### config.mk
export PLATFORM = sky130hd
export DESIGN_NAME = exu_mdu_ctrl
export DESIGN_NICKNAME = d
export VERILOG_FILES = /design/src/rtl/exu_mdu_ctrl.sv
export SDC_FILE = /design/constraint.sdc
export NUM_CORES = 1
export LEC_CHECK = 0
export CAP_MARGIN = 20
export CORE_AREA = 3 3 185 187
export CTS_CLUSTER_DIAMETER = 50
export DETAILED_ROUTE_END_ITERATION = 8
export DIE_AREA = 0 0 188 190
export PLACE_DENSITY_LB_ADDON = 0.3
export SYNTH_ARGS = -nofsm -noshare
export SYNTH_HDL_FRONTEND = slang
export SYNTH_SLANG_ARGS = --single-unit
### constraint.sdc
create_clock -name i_clk -period 6.5 [get_ports i_clk]
set_input_delay 1.3 -clock i_clk [delete_from_list [all_inputs] [get_ports i_clk]]
set_output_delay 1.3 -clock i_clk [all_outputs]
set_load 0.01 [all_outputs]
### src/rtl/exu_mdu_ctrl.sv
// RV32M sequencing stage: drives the external multiplier, registers its result,
// and runs a one-bit-per-cycle restoring divider for DIV/DIVU/REM/REMU.
`ifndef RV32_DATA_WIDTH
`define RV32_DATA_WIDTH 32
`endif

module exu_mdu_ctrl #(
   parameter int DATA_WIDTH = `RV32_DATA_WIDTH
) (
   input  logic                  i_clk,
   input  logic                  i_rst_n,
   input  logic                  i_valid,
   input  logic [2:0]            i_funct3,
   input  logic [DATA_WIDTH-1:0] i_src1,
   input  logic [DATA_WIDTH-1:0] i_src2,
   input  logic                  i_flush,
   output logic [DATA_WIDTH-1:0] o_mul_src1,
   output logic [DATA_WIDTH-1:0] o_mul_src2,
   output logic                  o_mul_src1_signed,
   output logic                  o_mul_src2_signed,
   output logic                  o_mul_sel_high,
   input  logic [DATA_WIDTH-1:0] i_mul_dout,
   output logic                  o_stall,
   output logic                  o_valid,
   output logic [DATA_WIDTH-1:0] o_dout
);

   localparam int CNT_W = $clog2(DATA_WIDTH);
   localparam logic [DATA_WIDTH-1:0] MIN_NEG = {1'b1, {(DATA_WIDTH-1){1'b0}}};

   typedef enum logic [1:0] {ST_IDLE, ST_DIV, ST_DONE} state_t;

   state_t                state_reg, state_next;
   logic [DATA_WIDTH-1:0] dout_reg, dout_next;
   logic [DATA_WIDTH-1:0] dvd_reg, dvd_next;
   logic [DATA_WIDTH-1:0] dvs_reg, dvs_next;
   logic [DATA_WIDTH-1:0] quo_reg, quo_next;
   logic [DATA_WIDTH:0]   rem_reg, rem_next;
   logic [CNT_W-1:0]      cnt_reg, cnt_next;
   logic                  neg_q_reg, neg_q_next;
   logic                  neg_r_reg, neg_r_next;
   logic                  op_rem_reg, op_rem_next;

   // Operand decode for an op waiting in IDLE
   logic                  is_div, is_signed, is_rem;
   logic                  sign1, sign2, div_zero, div_ovf;
   logic [DATA_WIDTH-1:0] abs1, abs2;

   assign is_div    = i_funct3[2];
   assign is_signed = ~i_funct3[0];
   assign is_rem    = i_funct3[1];
   assign sign1     = is_signed & i_src1[DATA_WIDTH-1];
   assign sign2     = is_signed & i_src2[DATA_WIDTH-1];
   assign abs1      = sign1 ? (~i_src1 + 1'b1) : i_src1;
   assign abs2      = sign2 ? (~i_src2 + 1'b1) : i_src2;
   assign div_zero  = (i_src2 == '0);
   assign div_ovf   = is_signed && (i_src1 == MIN_NEG) && (i_src2 == '1);

   // One restoring step: the trial subtraction borrows out of bit DATA_WIDTH when it fails
   logic [DATA_WIDTH:0]   rem_shift, rem_trial, rem_iter;
   logic [DATA_WIDTH-1:0] quo_iter, res_sel, res_final;
   logic                  trial_ok, res_neg;

   assign rem_shift = {rem_reg[DATA_WIDTH-1:0], dvd_reg[DATA_WIDTH-1]};
   assign rem_trial = rem_shift - {1'b0, dvs_reg};
   assign trial_ok  = ~rem_trial[DATA_WIDTH];
   assign rem_iter  = trial_ok ? rem_trial : rem_shift;
   assign quo_iter  = {quo_reg[DATA_WIDTH-2:0], trial_ok};
   assign res_sel   = op_rem_reg ? rem_iter[DATA_WIDTH-1:0] : quo_iter;
   assign res_neg   = op_rem_reg ? neg_r_reg : neg_q_reg;
   assign res_final = res_neg ? (~res_sel + 1'b1) : res_sel;

   always_ff @(posedge i_clk or negedge i_rst_n) begin
      if (!i_rst_n) begin
         state_reg  <= ST_IDLE;
         dout_reg   <= '0;
         dvd_reg    <= '0;
         dvs_reg    <= '0;
         quo_reg    <= '0;
         rem_reg    <= '0;
         cnt_reg    <= '0;
         neg_q_reg  <= 1'b0;
         neg_r_reg  <= 1'b0;
         op_rem_reg <= 1'b0;
      end else begin
         state_reg  <= state_next;
         dout_reg   <= dout_next;
         dvd_reg    <= dvd_next;
         dvs_reg    <= dvs_next;
         quo_reg    <= quo_next;
         rem_reg    <= rem_next;
         cnt_reg    <= cnt_next;
         neg_q_reg  <= neg_q_next;
         neg_r_reg  <= neg_r_next;
         op_rem_reg <= op_rem_next;
      end
   end

   always_comb begin
      state_next  = state_reg;
      dout_next   = dout_reg;
      dvd_next    = dvd_reg;
      dvs_next    = dvs_reg;
      quo_next    = quo_reg;
      rem_next    = rem_reg;
      cnt_next    = cnt_reg;
      neg_q_next  = neg_q_reg;
      neg_r_next  = neg_r_reg;
      op_rem_next = op_rem_reg;

      case (state_reg)
         ST_IDLE: begin
            if (i_valid) begin
               if (!is_div) begin
                  dout_next  = i_mul_dout;
                  state_next = ST_DONE;
               end else if (div_zero) begin
                  dout_next  = is_rem ? i_src1 : '1;
                  state_next = ST_DONE;
               end else if (div_ovf) begin
                  dout_next  = is_rem ? '0 : MIN_NEG;
                  state_next = ST_DONE;
               end else begin
                  dvd_next    = abs1;
                  dvs_next    = abs2;
                  neg_q_next  = sign1 ^ sign2;
                  neg_r_next  = sign1;
                  op_rem_next = is_rem;
                  quo_next    = '0;
                  rem_next    = '0;
                  cnt_next    = '0;
                  state_next  = ST_DIV;
               end
            end
         end
         ST_DIV: begin
            rem_next = rem_iter;
            quo_next = quo_iter;
            dvd_next = {dvd_reg[DATA_WIDTH-2:0], 1'b0};
            cnt_next = cnt_reg + CNT_W'(1);
            if (cnt_reg == CNT_W'(DATA_WIDTH-1)) begin
               dout_next  = res_final;
               state_next = ST_DONE;
            end
         end
         ST_DONE: state_next = ST_IDLE;
         default: state_next = ST_IDLE;
      endcase

      // A killed op never reaches the output register
      if (i_flush) begin
         state_next = ST_IDLE;
         dout_next  = dout_reg;
      end
   end

   assign o_mul_src1        = i_src1;
   assign o_mul_src2        = i_src2;
   assign o_mul_src1_signed = ~i_funct3[2] & (i_funct3[1:0] != 2'b11);
   assign o_mul_src2_signed = ~i_funct3[2] & ~i_funct3[1];
   assign o_mul_sel_high    = ~i_funct3[2] & (i_funct3[1:0] != 2'b00);

   // Held low through reset so an op parked on i_valid cannot stall a reset pipeline
   assign o_stall = i_rst_n & ~i_flush &
                    (((state_reg == ST_IDLE) & i_valid) | (state_reg == ST_DIV));
   assign o_valid = (state_reg == ST_DONE);
   assign o_dout  = dout_reg;

endmodule

[Word-level counts from Yosys, hierarchy flattened]
Cells that the tools add are included.
Storage, ports and cells
  latch bits: 0
  output and inout bits: 101
  register bits: 169
  memories kept: 0
  memory bits (read-only): 0
  bits in writable memories: 0
  word-level logic and storage cells: 100
Operators by class
  reductions and logical operators: 10
  $add $sub $neg: 5
  divide/modulo/power cells: 0
  $mul: 0
  equality and inequality tests: 14
  muxes and demuxes: 41
  shift-type cells: 0
  magnitude comparators: 0
  bitwise logic cells: 20
Operator list (number)
  2-to-1 mux 32 bit: 20
  case mux 32 bit (2 select lines): 3
  2-to-1 mux 31 bit: 4
  adder 32 x 1 -> 32 bit (second input constant): 3
  NOT 32 bit: 3
  == test 32 bit (second input constant): 2
  case mux 31 bit (2 select lines): 1
  subtractor 33 x 32 -> 33 bit: 1
  logical NOT 32 bit: 1
  2-to-1 mux 5 bit: 4
  AND reduction 5 bit: 3
  2-to-1 mux 2 bit: 6
  != test 2 bit (second input constant): 6
  case mux 5 bit (2 select lines): 1
  AND 1 bit: 8
  NOT 1 bit: 7
  != test 3 bit (second input constant): 2
  adder 5 x 1 -> 5 bit (second input constant): 1
  == test 5 bit (second input constant): 1
  != test 4 bit (second input constant): 1
  case mux 2 bit (2 select lines): 1
  nonzero test 2 bit: 2
  == test 2 x 1 -> 1 bit (second input constant): 1
  == test 2 bit (second input constant): 1
  6 further kinds: 7

[Longest topological paths before layout]
  depth in word-level cells: 9
  mapped depth: 23

[Worst setup path after synthesis]
No wires, ideal clock.
  path type: flip-flop to flip-flop
  start point: register dvd_reg[31]
  end point: register dout_reg[30], in the netlist o_dout[30]
  stages on the path, launching flop included: 24
  buffers on the path: 4
  library setup time: 124 ps
  setup slack: 1081 ps
  period minus slack after synthesis: 5419 ps
  arrival: 5295 ps
  cell sequence: dfrtp_1 > inv_1 > ha_1 > fa_1 > nor2b_4 > o31a_4 > o21ai_4 > o21ai_4 > a41oi_4 > xor2_1 > buf_2 > buf_1 > clkbuf_1 > buf_1 > a21oi_1 > a31oi_1 > ha_1 > o21ai_0 > or4b_1 > nor4b_2 > and3_1 > nor3b_2 > mux2i_1 > o21ai_1
On the way
  cells in the longest elaborated chain, start to end: 8
RTL lines
  start, declared: line 35  | logic [DATA_WIDTH-1:0] dvd_reg, dvd_next;
  start signal, assigned: line 88  | dvd_reg <= dvd_next;
  subtractor 33 x 32 -> 33 bit: line 65  | assign rem_trial = rem_shift - {1'b0, dvs_reg};
  2-to-1 mux 32 bit / NOT 1 bit (equally long branches): line 67, 66
  2-to-1 mux 32 bit (*): line 69  | assign res_sel = op_rem_reg ? rem_iter[DATA_WIDTH-1:0] : quo_iter;
  NOT 32 bit: line 71  | assign res_final = res_neg ? (~res_sel + 1'b1) : res_sel;
  adder 32 x 1 -> 32 bit: line 71
  2-to-1 mux 32 bit (*): line 71
  2-to-1 mux 32 bit (*): line 141  | if (cnt_reg == CNT_W'(DATA_WIDTH-1)) begin
  case mux 32 bit (2 select lines) (*): line 111  | case (state_reg)
  end signal, assigned: line 87  | dout_reg <= dout_next;
  end, declared: line 34  | logic [DATA_WIDTH-1:0] dout_reg, dout_next;
Every way passes the cells marked *; elsewhere a longest branch is shown, timed or not. The select of a mux whose other input is x is not followed.
A chain may end at the register's enable or synchronous reset.

[Worst setup path after layout]
  start point: register rem_reg[16]
  end point: register dout_reg[22], in the netlist o_dout[22]
On the way
  cells in the longest elaborated chain, start to end: 8
RTL lines
  start, declared: line 38  | logic [DATA_WIDTH:0] rem_reg, rem_next;
  start signal, assigned: line 91  | rem_reg <= rem_next;
  subtractor 33 x 32 -> 33 bit: line 65
  2-to-1 mux 32 bit / NOT 1 bit (equally long branches): line 67, 66
  2-to-1 mux 32 bit (*): line 69
  NOT 32 bit: line 71
  adder 32 x 1 -> 32 bit: line 71
  2-to-1 mux 32 bit (*): line 71
  2-to-1 mux 32 bit (*): line 141
  case mux 32 bit (2 select lines) (*): line 111
Marked as above.

==> results.json <==
{
  "status": "finished clean",
  "detail_route.wirelength_um": 39000,
  "min_period_over_period": 0.831,
  "pwr_density_cell_mw_per_mm2": 363,
  "post_synth_main_area_contributors": "dfrtp_1, o21ai_0, a21oi_1",
  "skew_ns": 0.0104,
  "row_count": 66,
  "critical_path.startpoint_type": "flop",
  "final_cell_mix": "clkdlybuf4s50_1, o21ai_0, nand2_1",
  "tns_ns": 0,
  "post_cts_resized": 0,
  "synth_ff_type": "dfrtp_1",
  "cp_data_required_time_ns": 6.87,
  "n_fill_cell": 3194,
  "mappedNetlistArea_mm2": 0.0130,
  "static-leakage-power_nw": 6.41,
  "max_freq_mhz": 185,
  "post_synth.cell_area_avg_um2": 7.87,
  "cts-root-buf": "clkbuf_16",
  "cts.reportedPaths.clkPinSlew_ns": 0.07,
  "reg2reg_from": "rem_reg[16]",
  "grt_pass1_vias": 11500,
  "cts_setup_buffers": 0,
  "cp_max_fo": 15,
  "post-dp-hpwl_um": 29200,
  "instances_no_fill": 2183,
  "setup_viol": 0,
  "ratio_of_cells_with_drive_above_1_in_the_final_layout": 0.0603,
  "yosys_warnings": 0,
  "cts.sinks": 169,
  "drtPass1Iterations": 7,
  "grt_remaining_overflow": 0,
  "floorplan.die.height_um": 190,
  "cts-root-to-sink-buffers": 2,
  "critPathLaunch": "rem_reg[16]",
  "die_area_mm2": 0.0357,
  "ys_ff_latch": 169,
  "postSynthCellCount": 1658,
  "route.detailed.vias_per_inst": 5.60,
  "clock_insertion_delay_worst_skew_ns": 0.43,
  "synth_seq_area_share": 0.324,
  "final_net_count": 1870,
  "synth-edff-count": 0,
  "final_max_slew_violation_count": 0,
  "ant_nets": 0,
  "die_width_um": 188,
  "mappedNetlistNets": 1800,
  "h-tree-depth": 4,
  "worstSetupPathType": "flop to flop",
  "synthDistinctLibCells": 86,
  "hold_path.startpoint": "o_dout[17]",
  "num_io_pins": 204,
  "dpl.cell_count": 2151,
  "layout_commonest_cell": "clkdlybuf4s50_1",
  "ir_worst_vdd_v": 0.000235,
  "synthDominantAreaCellType": "dfrtp_1",
  "timing.max_cap.violations": 0,
  "hold_path_class": "flop to flop",
  "synthDominantCellAreaShare": 0.324,
  "grt_max_degree": 70,
  "io_buffer_count": 203,
  "cts_inserted_buffers": 17,
  "grt_first_pass_wirelength_um": 61800,
  "wl_per_cell_um": 17.9,
  "synth_async_sr_flop_share": 1.00,
  "setup.worst_path.end_class": "flop",
  "insertedDiodeCount": 0,
  "grt_antenna_before_repair": 0,
  "remaining_max_slew_budget_at_the_tightest_pin": 0.299,
  "worst-slew-pin-transition_ns": 1.05,
  "drtIter0Drc": 1077,
  "worst_ep_arrival_time_ns": 5.77,
  "timing.final.crit_period_ns": 5.40,
  "timing.final.hold_violations": 0,
  "vias": 12200,
  "synthToLayoutAreaGrowth_pct": 18.6,
  "track_usage": 0.212,
  "grt_setup_unrepaired": "no",
  "route.detailed.drc": 0,
  "place.gp.congestion": 0.933,
  "initial_core_utilization": 0.400,
  "holdBufCountCts": 0,
  "core_region_area_mm2": 0.0326,
  "cts_tree": "done"
}
==> cells in the mapped netlist (3+ instances only) <==
| cell type | n |
|---|---|
| a211o_1 | 3 |
| a211oi_1 | 6 |
| a21o_1 | 17 |
| a21oi_1 | 148 |
| a21oi_2 | 4 |
| a22o_1 | 40 |
| a311oi_1 | 7 |
| a31oi_1 | 32 |
| and2_1 | 4 |
| and3_1 | 7 |
| and3b_1 | 4 |
| buf_1 | 6 |
| buf_2 | 20 |
| buf_4 | 64 |
| clkbuf_1 | 79 |
| dfrtp_1 | 169 |
| ha_1 | 38 |
| inv_1 | 55 |
| mux2_2 | 12 |
| mux2i_1 | 21 |
| nand2_1 | 181 |
| nand2b_1 | 44 |
| nand3_1 | 40 |
| nand3b_1 | 6 |
| nand4_1 | 21 |
| nor2_1 | 127 |
| nor2b_1 | 26 |
| nor3_1 | 50 |
| nor4_1 | 21 |
| nor4b_1 | 3 |
| o211ai_1 | 6 |
| o21ai_0 | 192 |
| o21bai_1 | 6 |
| o31ai_1 | 10 |
| or2_2 | 6 |
| or3_1 | 14 |
| or4_1 | 4 |
| xnor2_1 | 54 |
| xor2_1 | 52 |
==> worst max-delay path, cell delays in order, from the launching register on <==
cell and delay [ns]:
dfrtp_1 0.45, ha_1 0.39, a21oi_1 0.33, o211ai_1 0.16, a21oi_1 0.16, o31ai_1 0.15, a41oi_4 0.38, xor2_2 0.54
o21ai_0 0.21, mux2i_1 0.25, ha_1 0.22, o21ai_0 0.11, or4b_1 0.58, nor4b_2 0.49, and3_1 0.35, a2111oi_0 0.13
a211oi_1 0.27, a22o_1 0.16
==> metal layers <==
metal | vias to the layer above | track usage | part of all wire
li1 | 5940 | - | -
met1 | 5911 | 0.278 | 0.44
met2 | 312 | 0.356 | 0.49
met3 | 57 | 0.0299 | 0.043
met4 | 0 | 0.0788 | 0.033
met5 | - | 0 | 0
==> stage by stage <==
stage               instance area [um2]  hold slack [ns]  setup WS, ns  total power [W]  utilization
floorplan                         13000            0.450          1.08          0.00373            -
global placement                  14900            0.450          1.14          0.00455        0.457
detailed placement                14900            0.463          1.01          0.00460        0.457
CTS                               15500            0.478          1.17          0.00560        0.474
global route                      15500            0.500         0.636          0.00603        0.474
finish                            15500            0.475          1.10          0.00562        0.474
==> worst paths after layout <==
path	end	slack, ns	depth (start not counted)
hold / removal	o_dout[17]	0.47	2
hold reg to reg	o_dout[17]	0.47	2
max in group asynchronous	rem_reg[21]	3.81	3
setup reg to reg	o_dout[22]	1.10	17
min in group asynchronous	o_dout[14]	0.83	1
setup / recovery	o_dout[22]	1.10	17
==> logic make-up (layout without fill, tap and decap cells) <==
logic type               count (synthesis)  count (layout)  share of synthesized area
AO/OA/AOI/OAI                          508             508                      0.237
XOR/XNOR                               107             107                     0.0724
adder cells (fa/ha/maj)                 39              39                     0.0380
buffers and inverters                  229             312                     0.0875
flip-flops                             169             169                      0.324
multiplexers                            33              33                     0.0265
AND/OR/NAND/NOR                        573             573                      0.215
==> layout make-up <==
cell class / count / area (um2) / area share
repair buffers: 224 / 2200 / 0.142
clock inverters: 13 / 111 / 0.00720
well taps: 442 / 553 / 0.0357
multi-input cells: 1260 / 7730 / 0.499
clock buffers: 19 / 443 / 0.0286
inverters: 56 / 210 / 0.0136
flip-flops and latches: 169 / 4230 / 0.273
==> power by group <==
| group | total, W | leakage [nW] | internal [W] | switching (W) |
|---|---|---|---|---|
| logic | 0.00314 | 3.94 | 0.00126 | 0.00188 |
| clock network | 0.000981 | 0.271 | 0.000511 | 0.000470 |
| registers | 0.00149 | 2.19 | 0.00127 | 0.000222 |
| total | 0.00562 | 6.41 | 0.00304 | 0.00257 |
(Power assumes the default switching activity.)
